===== src/rtl/mux_rr_arbiter_pkg.sv =====
// mux_rr_arbiter_pkg
//   Shared types and helpers for the round-robin mux arbiter.
//   - state_t   : arbiter FSM encoding (IDLE / OWNED)
//   - N_REQ     : number of requesters sharing the mux
//   - pick_t    : result of a rotate-priority search (found flag + index)
//   - first_from: first set bit of a vector, searching upward from a start index with wrap
//   - onehot4   : 2-bit index to 4-bit one-hot
package mux_rr_arbiter_pkg;

  localparam int N_REQ = 4;

  typedef enum logic {
    IDLE  = 1'b0,
    OWNED = 1'b1
  } state_t;

  typedef struct packed {
    logic       found;
    logic [1:0] idx;
  } pick_t;

  // Walking the offsets from highest to lowest lets the closest hit to
  // start overwrite any farther one, so no priority flag is needed.
  function automatic pick_t first_from(input logic [N_REQ-1:0] vec,
                                       input logic [1:0]       start);
    pick_t      r;
    logic [1:0] k;
    r = '0;
    for (int i = N_REQ - 1; i >= 0; i--) begin
      k = start + 2'(i);
      if (vec[k]) begin
        r.found = 1'b1;
        r.idx   = k;
      end
    end
    return r;
  endfunction

  function automatic logic [N_REQ-1:0] onehot4(input logic [1:0] idx);
    return 4'b0001 << idx;
  endfunction

endpackage


===== src/rtl/mux_rr_arbiter_if.sv =====
// mux_rr_arbiter_if
//   Request/grant bundle between the requesters and the arbiter.
//   req[3:0]   requester -> arbiter, level request
//   done[3:0]  requester -> arbiter, release strobe (owner's bit only)
//   grant[3:0] arbiter -> requesters, one-hot grant, zero when idle
//   sel[1:0]   arbiter -> mux select, index of the owner
//   busy       arbiter -> requesters, any grant active
//   preempt    arbiter -> requesters, one-cycle forced-rotation pulse
//   modport master: requester side; modport slave: arbiter side.
interface mux_rr_arbiter_if;
  import mux_rr_arbiter_pkg::*;

  logic [N_REQ-1:0] req;
  logic [N_REQ-1:0] done;
  logic [N_REQ-1:0] grant;
  logic [1:0]       sel;
  logic             busy;
  logic             preempt;

  modport master (
    output req, done,
    input  grant, sel, busy, preempt
  );

  modport slave (
    input  req, done,
    output grant, sel, busy, preempt
  );

endinterface


===== src/rtl/mux_rr_arbiter_rr_pick4.sv =====
// rr_pick4
//   Combinational rotate-priority encoder over four candidates.
//   vec[3:0]  candidate bits (already masked by the caller)
//   start[1:0] index searched first; search proceeds upward with wrap
//   idx[1:0]  index of the winner (meaningless when valid=0)
//   valid     at least one candidate bit set
module rr_pick4
  import mux_rr_arbiter_pkg::*;
(
  input  logic [N_REQ-1:0] vec,
  input  logic [1:0]       start,
  output logic [1:0]       idx,
  output logic             valid
);

  pick_t pick;

  assign pick  = first_from(vec, start);
  assign idx   = pick.idx;
  assign valid = pick.found;

endmodule


===== src/rtl/mux_rr_arbiter.sv =====
// mux_rr_arbiter
//   Round-robin arbiter sharing one 4:1 single-bit mux among four requesters.
//   The owner keeps the mux until it drops req or pulses done; with
//   MAX_HOLD != 0 an owner is rotated out after MAX_HOLD cycles if someone
//   else is waiting. All outputs are registered.
//   clk    system clock, rising edge
//   rst_n  asynchronous active-low reset
//   bus    mux_rr_arbiter_if.slave (req, done in; grant, sel, busy, preempt out)
//
//   state | meaning
//   IDLE  | no owner; grant=0, busy=0, sel keeps previous owner
//   OWNED | sel names the owner; grant one-hot, busy=1
module mux_rr_arbiter
  import mux_rr_arbiter_pkg::*;
#(
  parameter int MAX_HOLD = 8,
  parameter int CNT_W    = 4
) (
  input  logic              clk,
  input  logic              rst_n,
  mux_rr_arbiter_if.slave   bus
);

  localparam logic [CNT_W-1:0] HOLD_TOP =
    (MAX_HOLD == 0) ? '0 : CNT_W'(MAX_HOLD - 1);

  state_t           state;
  logic [1:0]       last;
  logic [CNT_W-1:0] hold_cnt;
  logic [N_REQ-1:0] grant_q;
  logic [1:0]       sel_q;
  logic             busy_q;
  logic             preempt_q;

  logic [N_REQ-1:0] others;
  logic             limit_hit;
  logic             preempt_cond;
  logic             release_now;
  logic [N_REQ-1:0] pick_vec;
  logic [1:0]       pick_start;
  logic [1:0]       pick_idx;
  logic             pick_valid;

  // In OWNED, sel_q is the owner index.
  assign others       = bus.req & ~onehot4(sel_q);
  assign limit_hit    = (MAX_HOLD != 0) && (hold_cnt == HOLD_TOP);
  assign preempt_cond = limit_hit && (others != '0);
  assign release_now  = !bus.req[sel_q] || bus.done[sel_q] || preempt_cond;

  // One encoder serves both the idle pick and the hand-off pick; on a
  // hand-off the owner's own bit is masked so it cannot win itself back.
  assign pick_vec   = (state == IDLE) ? bus.req : others;
  assign pick_start = (state == IDLE) ? last + 2'd1 : sel_q + 2'd1;

  rr_pick4 u_pick (
    .vec   (pick_vec),
    .start (pick_start),
    .idx   (pick_idx),
    .valid (pick_valid)
  );

  always_ff @(posedge clk or negedge rst_n) begin
    if (!rst_n) begin
      state     <= IDLE;
      last      <= 2'd3;
      hold_cnt  <= '0;
      grant_q   <= '0;
      sel_q     <= 2'd0;
      busy_q    <= 1'b0;
      preempt_q <= 1'b0;
    end else begin
      preempt_q <= 1'b0;
      case (state)
        IDLE: begin
          if (pick_valid) begin
            grant_q  <= onehot4(pick_idx);
            sel_q    <= pick_idx;
            last     <= pick_idx;
            busy_q   <= 1'b1;
            hold_cnt <= '0;
            state    <= OWNED;
          end
        end
        OWNED: begin
          if (release_now) begin
            // Only a pure hold-limit release counts as preemption.
            preempt_q <= bus.req[sel_q] && !bus.done[sel_q] && preempt_cond;
            hold_cnt  <= '0;
            if (pick_valid) begin
              grant_q <= onehot4(pick_idx);
              sel_q   <= pick_idx;
              last    <= pick_idx;
            end else begin
              grant_q <= '0;
              busy_q  <= 1'b0;
              state   <= IDLE;
            end
          end else if ((MAX_HOLD != 0) && (hold_cnt != HOLD_TOP)) begin
            hold_cnt <= hold_cnt + 1'b1;
          end
        end
        default: state <= IDLE;
      endcase
    end
  end

  assign bus.grant   = grant_q;
  assign bus.sel     = sel_q;
  assign bus.busy    = busy_q;
  assign bus.preempt = preempt_q;

endmodule


===== src/flat_wrapper.sv =====
// flat-port wrapper written by rule: the top's interface ports become plain ports
module mux_rr_arbiter_flat import mux_rr_arbiter_pkg::*;
#(
  parameter int MAX_HOLD = 8,
  parameter int CNT_W    = 4
)
  (clk, rst_n, bus_req, bus_done, bus_grant, bus_sel, bus_busy, bus_preempt);
  mux_rr_arbiter_if bus_i ();
  input  logic clk;
  input  logic rst_n;
  input wire logic [$bits(bus_i.req)-1:0] bus_req;
  input wire logic [$bits(bus_i.done)-1:0] bus_done;
  output wire logic [$bits(bus_i.grant)-1:0] bus_grant;
  output wire logic [$bits(bus_i.sel)-1:0] bus_sel;
  output wire logic [$bits(bus_i.busy)-1:0] bus_busy;
  output wire logic [$bits(bus_i.preempt)-1:0] bus_preempt;
  assign bus_i.req = bus_req;
  assign bus_i.done = bus_done;
  assign bus_grant = bus_i.grant;
  assign bus_sel = bus_i.sel;
  assign bus_busy = bus_i.busy;
  assign bus_preempt = bus_i.preempt;
  mux_rr_arbiter #(.MAX_HOLD(MAX_HOLD), .CNT_W(CNT_W)) u_core (.clk(clk), .rst_n(rst_n), .bus(bus_i));
endmodule

===== config.mk =====
export PLATFORM = sky130hd
export DESIGN_NAME = mux_rr_arbiter_flat
export DESIGN_NICKNAME = d
export VERILOG_FILES = /design/src/rtl/mux_rr_arbiter_pkg.sv /design/src/rtl/mux_rr_arbiter_if.sv /design/src/rtl/mux_rr_arbiter_rr_pick4.sv /design/src/rtl/mux_rr_arbiter.sv /design/src/flat_wrapper.sv
export SDC_FILE = /design/constraint.sdc
export NUM_CORES = 1
export LEC_CHECK = 0
export ABC_AREA = 1
export BUFFER_PORTS_ARGS = -buffer_cell sky130_fd_sc_hd__buf_2
export CAP_MARGIN = 30
export CELL_PAD_IN_SITES_DETAIL_PLACEMENT = 2
export CELL_PAD_IN_SITES_GLOBAL_PLACEMENT = 2
export CORE_MARGIN = 2
export CORE_UTILIZATION = 30
export CTS_BUF_LIST = sky130_fd_sc_hd__clkbuf_4
export CTS_CLUSTER_SIZE = 40
export DETAILED_ROUTE_END_ITERATION = 10
export PLACE_DENSITY_LB_ADDON = 0.3
export SKIP_CTS_REPAIR_TIMING = 1
export SLEW_MARGIN = 20
export SYNTH_ARGS = -nofsm -noshare
export SYNTH_HDL_FRONTEND = slang
export SYNTH_SLANG_ARGS = --single-unit

===== constraint.sdc =====
create_clock -name clk -period 1.9 [get_ports clk]
set_input_delay 0.285 -clock clk [delete_from_list [all_inputs] [get_ports clk]]
set_output_delay 0.285 -clock clk [all_outputs]
set_load 0.02 [all_outputs]

==> results of run 1 <==
-- layout by cell type, fill, tap and decap left out, types with 2 or more instances in the layout --
| master | instances |
|---|---|
| o21ai_1 | 6 |
| nand3_2 | 3 |
| inv_4 | 2 |
| o21ai_0 | 3 |
| inv_1 | 9 |
| o21ai_2 | 2 |
| dfrtp_2 | 3 |
| buf_4 | 11 |
| nand4_1 | 2 |
| nand2_4 | 5 |
| inv_2 | 4 |
| buf_2 | 17 |
| o21ai_4 | 2 |
| clkbuf_4 | 3 |
| nand3_1 | 13 |
| dfstp_2 | 2 |
| dfrtp_1 | 10 |
| nor2_1 | 4 |
| inv_6 | 2 |
| nand2_1 | 66 |
| a21oi_1 | 3 |
| nor2_4 | 3 |
| nand2_2 | 18 |
-- final timing paths --
| check | start | endpoint | slack [ns] | depth (start not counted) |
|---|---|---|---|---|
| max | u_core.state | u_core.bus.grant[3] | -0.009 | 14 |
| min | bus_done[0] | u_core.bus.preempt | 0.39 | 6 |
| max reg2reg | u_core.state | u_core.bus.grant[3] | -0.009 | 14 |
| min reg2reg | u_core.bus.grant[0] | u_core.bus.grant[0] | 0.51 | 2 |
| max in group asynchronous | rst_n | u_core.last[0] | 1.19 | 2 |
| min in group asynchronous | rst_n | u_core.bus.preempt | 0.40 | 2 |
-- worst max-delay path, cell delays in order, from the launching register on --
cell     delay, ns
dfrtp_2       0.49
buf_4         0.17
nand2_1       0.13
o21ai_4       0.09
nand2_1       0.08
nand2_2       0.08
nand2_2       0.09
nand2_4       0.06
nor2_4        0.15
nand2_2       0.10
inv_2         0.09
nand2_2       0.07
nand2_4       0.08
nand2_1       0.07
nand2_1       0.08
-- metrics by stage --
stage,cells,utilization,power [mW],hold slack (ns),cell area [um2]
floorplan,171,-,1.89,-0.0106,1140
global placement,236,0.350,2.24,0.207,1280
detailed placement,236,0.350,2.37,0.214,1280
CTS,240,0.357,2.57,-0.119,1310
global route,252,0.411,3.39,0.433,1500
finish,252,0.411,3.10,0.394,1500
-- final cells by class --
| class | count | share of cell area |
|---|---|---|
| Multi-Input combinational cell | 138 | 0.510 |
| Sequential cell | 15 | 0.254 |
| Timing Repair Buffer | 30 | 0.126 |
| Inverter | 17 | 0.0524 |
| Tap cell | 48 | 0.0399 |
| Clock buffer | 3 | 0.0150 |
| Clock inverter | 1 | 0.00333 |
-- power groups by stage --
stage	Clock, mW	Sequential, mW	Combinational, mW
after floorplan	0	0.610	1.28
after global placement	0	0.584	1.66
after detailed placement	0	0.592	1.78
after CTS	0.204	0.585	1.78
after global routing	0.229	0.611	2.55
final	0.210	0.600	2.29
-- per-layer routing --
layer / vias up / track usage
li1: 607 / -
met4: 0 / 0.0703
met5: - / 0
met3: 6 / 0.0154
met1: 612 / 0.216
met2: 14 / 0.313
-- flip-flops by register name, indices dropped and copies added (netlist names) --
signal              flops
u_core.state            1
u_core.bus.busy         1
u_core.bus.grant        4
u_core.last             2
u_core.bus.sel          2
u_core.bus.preempt      1
u_core.hold_cnt         4
-- cells by family (layout without fill, tap and decap cells) --
logic type | count (synthesis) | in the layout | synth area share
AO/OA/AOI/OAI | 17 | 18 | 0.0909
XOR/XNOR | 1 | 1 | 0.00767
adder cells (fa/ha/maj) | 1 | 1 | 0.0110
buffers and inverters | 19 | 51 | 0.0822
flip-flops | 15 | 15 | 0.331
AND/OR/NAND/NOR | 118 | 118 | 0.478
==> run_results.csv, run 1 <==
group,metric,value,unit
power,powerDensity,2060,nW/um2
detailed_routing,dr_wl_met2,2420,um
logic_synthesis,yosys_warnings,0,
run,max_cap_viol_count,0,
timing,drv_slew,0,
power,p_switching,1.79,mW
logic_synthesis,synth-seq-cells,15,
logic_synthesis,synth_cell_types,26,
timing,setup_tns,-0.00929,ns
clocking,htree_levels,1,
clocking,cts_root_buffer,"clkbuf_4",
logic_synthesis,synth_top_area_frac,0.285,
detailed_routing,maxUsedRoutingLayer,"met4",
power,intPower,1.31,mW
logic_synthesis,synth_edf_count,0,
logic_synthesis,netlist_top_cells_count,"77 x nand2_1, 15 x nand3_1, 13 x dfrtp_1, 11 x nand2_2, 10 x inv_1",
run_status,status,"complete, but fails checks",
final_layout,drive_gt1_frac,0.412,
timing,hold_viol,0,
power,p_comb_frac,0.739,
detailed_routing,drt-pass1-iter-count,4,
placed_design,hpwlAfterDp,2890,um
logic_synthesis,yosysTopAreaCell,"dfrtp_1",
timing,post-route-worst-setup-slack,-0.00929,ns
logic_synthesis,synthCells,171,
final_layout,area_growth,31.7,%
timing,worst_pin_slew,0.361,ns
worst_setup_path,crit_fanout,5,
clocking,path_clk_slew,0.11,ns
power,p_leak,0.810,nW
global_routing,antenna_found_initial,0,
worst_setup_path,required,2.15,ns
logic_synthesis,netlist_area,1140,um2
floorplan,dieHeight,65.7,um
logic_synthesis,syn_nets,182,
placed_design,gp_congestion,0.734,
final_layout,antenna_cells,0,
logic_synthesis,synth_ff_type,"dfrtp_1",
worst_setup_path,cp.arrival,2.16,ns
hold_path,min_path_type,"input port to flip-flop",
detailed_routing,ant_nets,0,
logic_synthesis,yosysSeqAreaShare,0.331,
placed_design,port_buffers,17,
logic_synthesis,yosysMostFrequentCell,"nand2_1",
clocking,cts_made_buffers,3,
placed_design,dp_slack,-0.113,ns
power,ir_worst_vdd,0.764,mV
timing,max_freq,0.524,GHz
final_layout,nets,216,
detailed_routing,via_count,1239,
logic_synthesis,synth_area_leaders,"dfrtp_1 28%, nand2_1 25%, nand3_1 6.6%",
worst_setup_path,cp-end-kind,"flip-flop",
timing,fin_crit_sh,1.00,
floorplan,rows,22,
logic_synthesis,synthArstFlopShare,1.00,
detailed_routing,wirelength,4490,um
floorplan,design.core.area,3660,um2
timing,skew,0.00506,ns
detailed_routing,m1WireLength,1910,um
final_layout,nFillCells,458,
power,p_seq_frac,0.193,
detailed_routing,wl_per_cell,17.8,um
timing,relSlewSlack,0.760,
logic_synthesis,avgSynthCellArea,6.68,um2
final_layout,multi_input_area,767,um2
clocking,clk_path_buf_depth,2,
global_routing,grt_usage,0.176,
global_routing,grt_max_degree,16,
global_routing,grt_pass1_vias,1198,
timing,layout_min_cycle_time,1.91,ns
floorplan,boundaryPins,18,
clocking,clkSinkCount,15,
final_layout,seq_area,382,um2
floorplan,initial_core_util,0.312,
power,p_sw_frac,0.578,
timing,finalSetupViolCount,1,
clocking,clk_latency,0.31,ns
run_status,violations,"setup timing",
power,p_clk_frac,0.068,
floorplan,dieArea,4320,um2
worst_setup_path,path_class,"flip-flop to flip-flop",
floorplan,fp.dieW,65.7,um
worst_setup_path,start_kind,"flip-flop",
detailed_routing,drt_iter0_markers,14,
detailed_routing,vias_per_cell,4.92,
detailed_routing,drc,0,
clocking,cts_tree,"done",
timing,rsz0062_at_grt,"yes",
global_routing,grt_pass1_wl,5670,um
detailed_routing,wl_met3,57,um
global_routing,overflow,0,
No activity file was read; power rests on OpenSTA's default activity.
==> run 2, diff against run 1 <==
ABC_AREA = unset   (was 1)
ABC_CLOCK_PERIOD_IN_PS = 1900   (was unset)
CELL_PAD_IN_SITES_DETAIL_PLACEMENT = unset   (was 2)
CELL_PAD_IN_SITES_GLOBAL_PLACEMENT = unset   (was 2)
==> run 2 against run 1 <==
  * The run still ends with setup timing left
  * Clock-buffer cell count rose by 1
  * Sequential share of layout area shrank 0.42 points
  * First-iteration DRC count grew to 2.7 times the previous value
  * Global-route usage decreased by 3.6 points
  * Die area shrank 6.8%
==> run_results.csv, run 2 <==
group,metric,value,unit
global_routing,grt_max_degree,16,
timing,fin_crit_sh,1.02,
power,p_switching,1.21,mW
clocking,cts_tree,"done",
clocking,clk_path_buf_depth,2,
power,ir_worst_vdd,0.829,mV
timing,max_freq,0.516,GHz
timing,holdWs,0.429,ns
worst_setup_path,crit_cells,7,
worst_setup_path,r2r_cells,7,
timing,drv_slew,0,
power,powerDensity,1810,nW/um2
power,p_total,2.77,mW
detailed_routing,drc,0,
worst_setup_path,cp.buffers_inverters,2,
hold_path,min_path_type,"input port to asynchronous set/reset pin",
logic_synthesis,synth_compound_area_frac,0.277,
final_layout,drive_gt1_frac,0.507,
worst_setup_path,path_class,"flip-flop to flip-flop",
global_routing,grt_usage,0.139,
worst_setup_path,crit_path_max_incr_delay,0.43,ns
placed_design,dp_slack,-0.0816,ns
floorplan,design.core.area,3360,um2
timing,layout_min_cycle_time,1.94,ns
final_layout,final_common_cell,"buf_2",
floorplan,dieHeight,63.4,um
global_routing,grt_pass1_vias,958,
final_layout,final_cell_mix,"18 x buf_2, 15 x buf_4, 10 x dfrtp_1, 9 x nor2_1, 7 x a21oi_1",
logic_synthesis,yosysMostFrequentCell,"dfrtp_1",
logic_synthesis,synth_top_family_by_area,"compound AO/OA/AOI/OAI gates",
power,intPower,1.56,mW
power,p_comb_frac,0.710,
final_layout,nFillCells,346,
clocking,path_clk_slew,0.09,ns
placed_design,gp_congestion,0.869,
power,p_sw_frac,0.437,
timing,setup_tns,-0.109,ns
logic_synthesis,synth_ff_type,"dfrtp_1",
timing,rsz0062_at_grt,"yes",
logic_synthesis,synthArstFlopShare,1.00,
logic_synthesis,yosys-mux-area-fraction,0.115,
logic_synthesis,avgSynthCellArea,9.55,um2
logic_synthesis,synth_edf_count,0,
run_status,violations,"setup timing",
floorplan,boundaryPins,18,
worst_setup_path,regToRegSetupSlack,-0.04,ns
logic_synthesis,synth-seq-cells,15,
logic_synthesis,yosysSeqAreaShare,0.357,
worst_setup_path,cp.arrival,2.15,ns
final_layout,final_cell_area,1530,um2
worst_setup_path,slowest_stage,"dfrtp_2",
clocking,cts_made_buffers,3,
worst_setup_path,start_kind,"flip-flop",
final_layout,instances_no_fill,196,
floorplan,rows,21,
worst_setup_path,cp-end-kind,"flip-flop",
floorplan,dieArea,4020,um2
timing,skew,0.000315,ns
power,p_seq_frac,0.221,
power,p_clk_frac,0.069,
power,p_leak,0.667,nW
detailed_routing,vias_per_cell,5.32,
logic_synthesis,yosysTopAreaCell,"dfrtp_1",
logic_synthesis,netlist_top_cells_count,"13 x dfrtp_1, 11 x nor2_1, 7 x a21oi_1, 6 x mux2i_1, 6 x o21ai_0",
worst_setup_path,required,2.11,ns
worst_setup_path,r2r_start,"u_core.bus.sel[0]",
logic_synthesis,netlist_area,1060,um2
clocking,htree_levels,1,
run,max_cap_viol_count,0,
logic_synthesis,yosys_warnings,0,
clocking,clk_latency,0.27,ns
timing,finalSetupViolCount,3,
logic_synthesis,yosys.area_share.simple,0.203,
placed_design,dpl-instance-area,1340,um2
worst_setup_path,crit_start,"u_core.bus.sel[0]",
final_layout,antenna_cells,0,
global_routing,overflow,0,
placed_design,placedCellCount,186,
worst_setup_path,cp_common_cell,"buf_6",
logic_synthesis,synth_top_area_frac,0.307,
timing,hold_viol,0,
logic_synthesis,synthAdderAreaFrac,0.0118,
global_routing,grt_pass1_wl,4470,um
worst_setup_path,endpoint,"u_core.hold_cnt[3]",
worst_setup_path,rr_endpoint,"u_core.hold_cnt[3]",
detailed_routing,wirelength,2970,um
final_layout,nets,162,
worst_setup_path,critPathTopFamily,"simple AND/OR/NAND/NOR gates",
run_status,status,"complete, but fails checks",
logic_synthesis,synth_cell_types,50,
logic_synthesis,synth_xor_area_frac,0,
floorplan,fp.dieW,63.4,um
logic_synthesis,synthCells,111,
final_layout,area_growth,44.3,%
placed_design,port_buffers,17,
logic_synthesis,synth_area_leaders,"dfrtp_1 31%, mux2i_1 5.7%, dfstp_2 5.0%",
detailed_routing,via_count,1042,
logic_synthesis,syn_nets,122,
global_routing,antenna_found_initial,0,
detailed_routing,drt_iter0_markers,38,
clocking,cts_root_buffer,"clkbuf_4",
timing,worst_pin_slew,0.393,ns
detailed_routing,ant_nets,0,
detailed_routing,wl_per_cell,15.1,um
timing,relSlewSlack,0.734,
floorplan,initial_core_util,0.315,
detailed_routing,drt-pass1-iter-count,4,
placed_design,hpwlAfterDp,2170,um
clocking,clkSinkCount,15,
worst_setup_path,crit_fanout,4,
final_layout,utilization,0.455,
timing,post-route-worst-setup-slack,-0.0372,ns
worst_setup_path,crit_chain,"buf_6, mux2i_4, buf_6, a221oi_4, nand2_4, or4_4, o21ai_2",
[run 2: layout make-up]
type | instances | area, um2 | share of cell area
clock buffer | 4 | 30.0 | 0.0196
inverter | 4 | 15.0 | 0.00982
multi-input combinational | 88 | 776 | 0.507
sequential | 15 | 382 | 0.250
tap | 46 | 57.6 | 0.0376
timing repair buffer | 39 | 269 | 0.176
[run 2: layer usage]
layer	wire, um	global-route usage	vias to the layer above	part of all wire
met1	1350	0.188	509	0.45
li1	-	-	504	-
met5	0	0	-	0
met2	1440	0.228	23	0.49
met4	82	0.0679	0	0.028
met3	95	0.00714	6	0.032
[run 2: worst reg2reg max path: cells and delay by family, from the launching register on]
family / cells / cell delay (ns)
buffers and inverters: 2 / 0.28
flip-flops: 1 / 0.43
multiplexers: 1 / 0.19
AO/OA/AOI/OAI: 2 / 0.45
AND/OR/NAND/NOR: 2 / 0.52
[run 2: power by group through the flow]
stage / combinational (mW) / sequential [mW] / clock, mW
final: 1.97 / 0.613 / 0.193
after global routing: 2.11 / 0.626 / 0.213
after detailed placement: 1.61 / 0.636 / 0
after global placement: 1.59 / 0.633 / 0
after CTS: 1.62 / 0.631 / 0.200
after floorplan: 1.09 / 0.658 / 0
[run 2: cells by family (layout without fill, tap and decap cells)]
group / Yosys count / count (layout)
muxes: 11 / 11
adders and majority gates: 1 / 1
buffers and inverters: 8 / 47
and+or+nand+nor: 38 / 38
AOI/OAI and AO/OA: 38 / 38
DFF: 15 / 15
[run 2: worst min-delay path by stage]
stage	slack, ns	to	start
finish	0.43	u_core.hold_cnt[1]	rst_n
global route	0.46	u_core.hold_cnt[3]	rst_n
CTS	-0.10	u_core.hold_cnt[3]	rst_n
detailed placement	0.20	u_core.hold_cnt[1]	rst_n
global placement	0.20	u_core.hold_cnt[1]	rst_n
floorplan	-0.01	u_core.bus.busy	rst_n
==> run 3, diff against run 2 <==
BUFFER_PORTS_ARGS = unset   (was -buffer_cell sky130_fd_sc_hd__buf_2)
DONT_BUFFER_PORTS = 1   (was unset)
GPL_TIMING_DRIVEN = 0   (was unset)
==> run 3 against run 2 <==
  * The flow still finishes with violations (setup timing)
  * Global-route usage down 1.2 points
  * Combinational power is 14% lower
  * Clock skew grew 0.0039 ns
  * Cell count down 13%
  * Clock-buffer cell count fell by 1
  * Largest cell class unchanged
==> run_results.csv, run 3 (same netlist as run 2, synthesis figures left out) <==
group,metric,value,unit
worst_setup_path,path_class,"flip-flop to flip-flop",
timing,setup_tns,-1.37,ns
timing,hold_viol,0,
clocking,cts_made_buffers,3,
final_layout,final_cell_area,1360,um2
placed_design,dp_slack,-0.265,ns
timing,worst_pin_slew,0.657,ns
global_routing,overflow,0,
clocking,clk_path_buf_depth,2,
final_layout,nets,137,
power,ir_worst_vdd,0.853,mV
detailed_routing,vias_per_cell,5.57,
worst_setup_path,start_kind,"flip-flop",
detailed_routing,drt_iter0_markers,21,
timing,post-route-worst-setup-slack,-0.173,ns
floorplan,rows,21,
clocking,htree_levels,1,
worst_setup_path,cp-end-kind,"flip-flop",
final_layout,final_cell_mix,"10 x nor2_1, 10 x dfrtp_1, 7 x a21oi_1, 7 x buf_4",
global_routing,grt_usage,0.128,
global_routing,grt_pass1_vias,899,
worst_setup_path,required,2.07,ns
placed_design,gp_congestion,0.880,
floorplan,dieArea,4020,um2
clocking,cts_root_buffer,"clkbuf_4",
timing,rsz0062_at_grt,"yes",
worst_setup_path,cp.arrival,2.24,ns
timing,drv_slew,0,
floorplan,fp.dieW,63.4,um
final_layout,antenna_cells,0,
detailed_routing,wirelength,2720,um
floorplan,dieHeight,63.4,um
timing,skew,0.00417,ns
timing,finalSetupViolCount,12,
clocking,clk_latency,0.28,ns
timing,fin_crit_sh,1.09,
timing,max_freq,0.482,GHz
run,max_cap_viol_count,0,
detailed_routing,ant_nets,0,
placed_design,dpl-instance-area,1160,um2
detailed_routing,via_count,952,
final_layout,nFillCells,359,
timing,layout_min_cycle_time,2.07,ns
floorplan,initial_core_util,0.315,
floorplan,boundaryPins,18,
worst_setup_path,crit_fanout,9,
timing,relSlewSlack,0.560,
run_status,status,"complete, but fails checks",
final_layout,drive_gt1_frac,0.344,
final_layout,area_growth,28.2,%
clocking,clkSinkCount,15,
placed_design,port_buffers,0,
clocking,cts_tree,"done",
floorplan,design.core.area,3360,um2
placed_design,hpwlAfterDp,1810,um
clocking,path_clk_slew,0.09,ns
final_layout,utilization,0.404,
run_status,violations,"setup timing",
detailed_routing,drc,0,
detailed_routing,wl_per_cell,15.9,um
global_routing,grt_max_degree,16,
detailed_routing,drt-pass1-iter-count,4,
global_routing,grt_pass1_wl,4120,um
final_layout,seq_area,382,um2
hold_path,min_path_type,"input port to flip-flop",
power,p_leak,0.548,nW
global_routing,antenna_found_initial,0,
power,powerDensity,1890,nW/um2
final_layout,multi_input_area,761,um2
[run 3: critical path: stages, from the launching register on]
cell and delay, ns:
dfrtp_2 0.52, buf_8 0.18, buf_4 0.13, nor2b_1 0.13
o21bai_1 0.19, o311ai_2 0.18, nand3_4 0.17, and2_4 0.17
mux2_4 0.29
[run 3: stage by stage]
stage	std cells	power, mW	hold slack [ns]
6_report	171	2.56	0.321
5_1_grt	171	2.78	0.320
4_1_cts	161	2.18	-0.324
3_5_place_dp	157	1.99	-0.0103
3_3_place_gp	157	1.97	-0.0102
2_1_floorplan	111	1.74	-0.0106
[run 3: routing by layer]
layer	GRT usage	wire [um]	share of wire	up-vias
li1	-	-	-	450
met1	0.162	1170	0.43	486
met2	0.208	1450	0.53	14
met3	0.0232	84	0.031	2
met4	0.0625	20	0.0074	0
met5	0	0	0	-
[run 3: cell type report]
class                           count  share of cell area
Timing Repair Buffer               10              0.0626
Buffer                              4              0.0230
Multi-Input combinational cell     88               0.560
Sequential cell                    15               0.281
Inverter                            4              0.0110
Clock buffer                        3              0.0166
Tap cell                           46              0.0424
Clock inverter                      1             0.00368
[run 3: where the power goes]
group / switching (mW) / leakage (nW) / total [mW] / internal (mW)
logic: 0.841 / 0.345 / 1.69 / 0.845
registers: 0.233 / 0.185 / 0.696 / 0.464
clock network: 0.102 / 0.0177 / 0.180 / 0.0780
[run 3: worst paths after layout]
check	startpoint	endpoint	slack, ns	depth (start not counted)
max	u_core.bus.sel[0]	u_core.bus.sel[0]	-0.17	8
min	bus_req[2]	u_core.state	0.32	3
max reg2reg	u_core.bus.sel[0]	u_core.bus.sel[0]	-0.17	8
min reg2reg	u_core.hold_cnt[1]	u_core.hold_cnt[1]	0.54	1
max in group asynchronous	rst_n	u_core.state	0.97	1
min in group asynchronous	rst_n	u_core.bus.busy	0.47	1
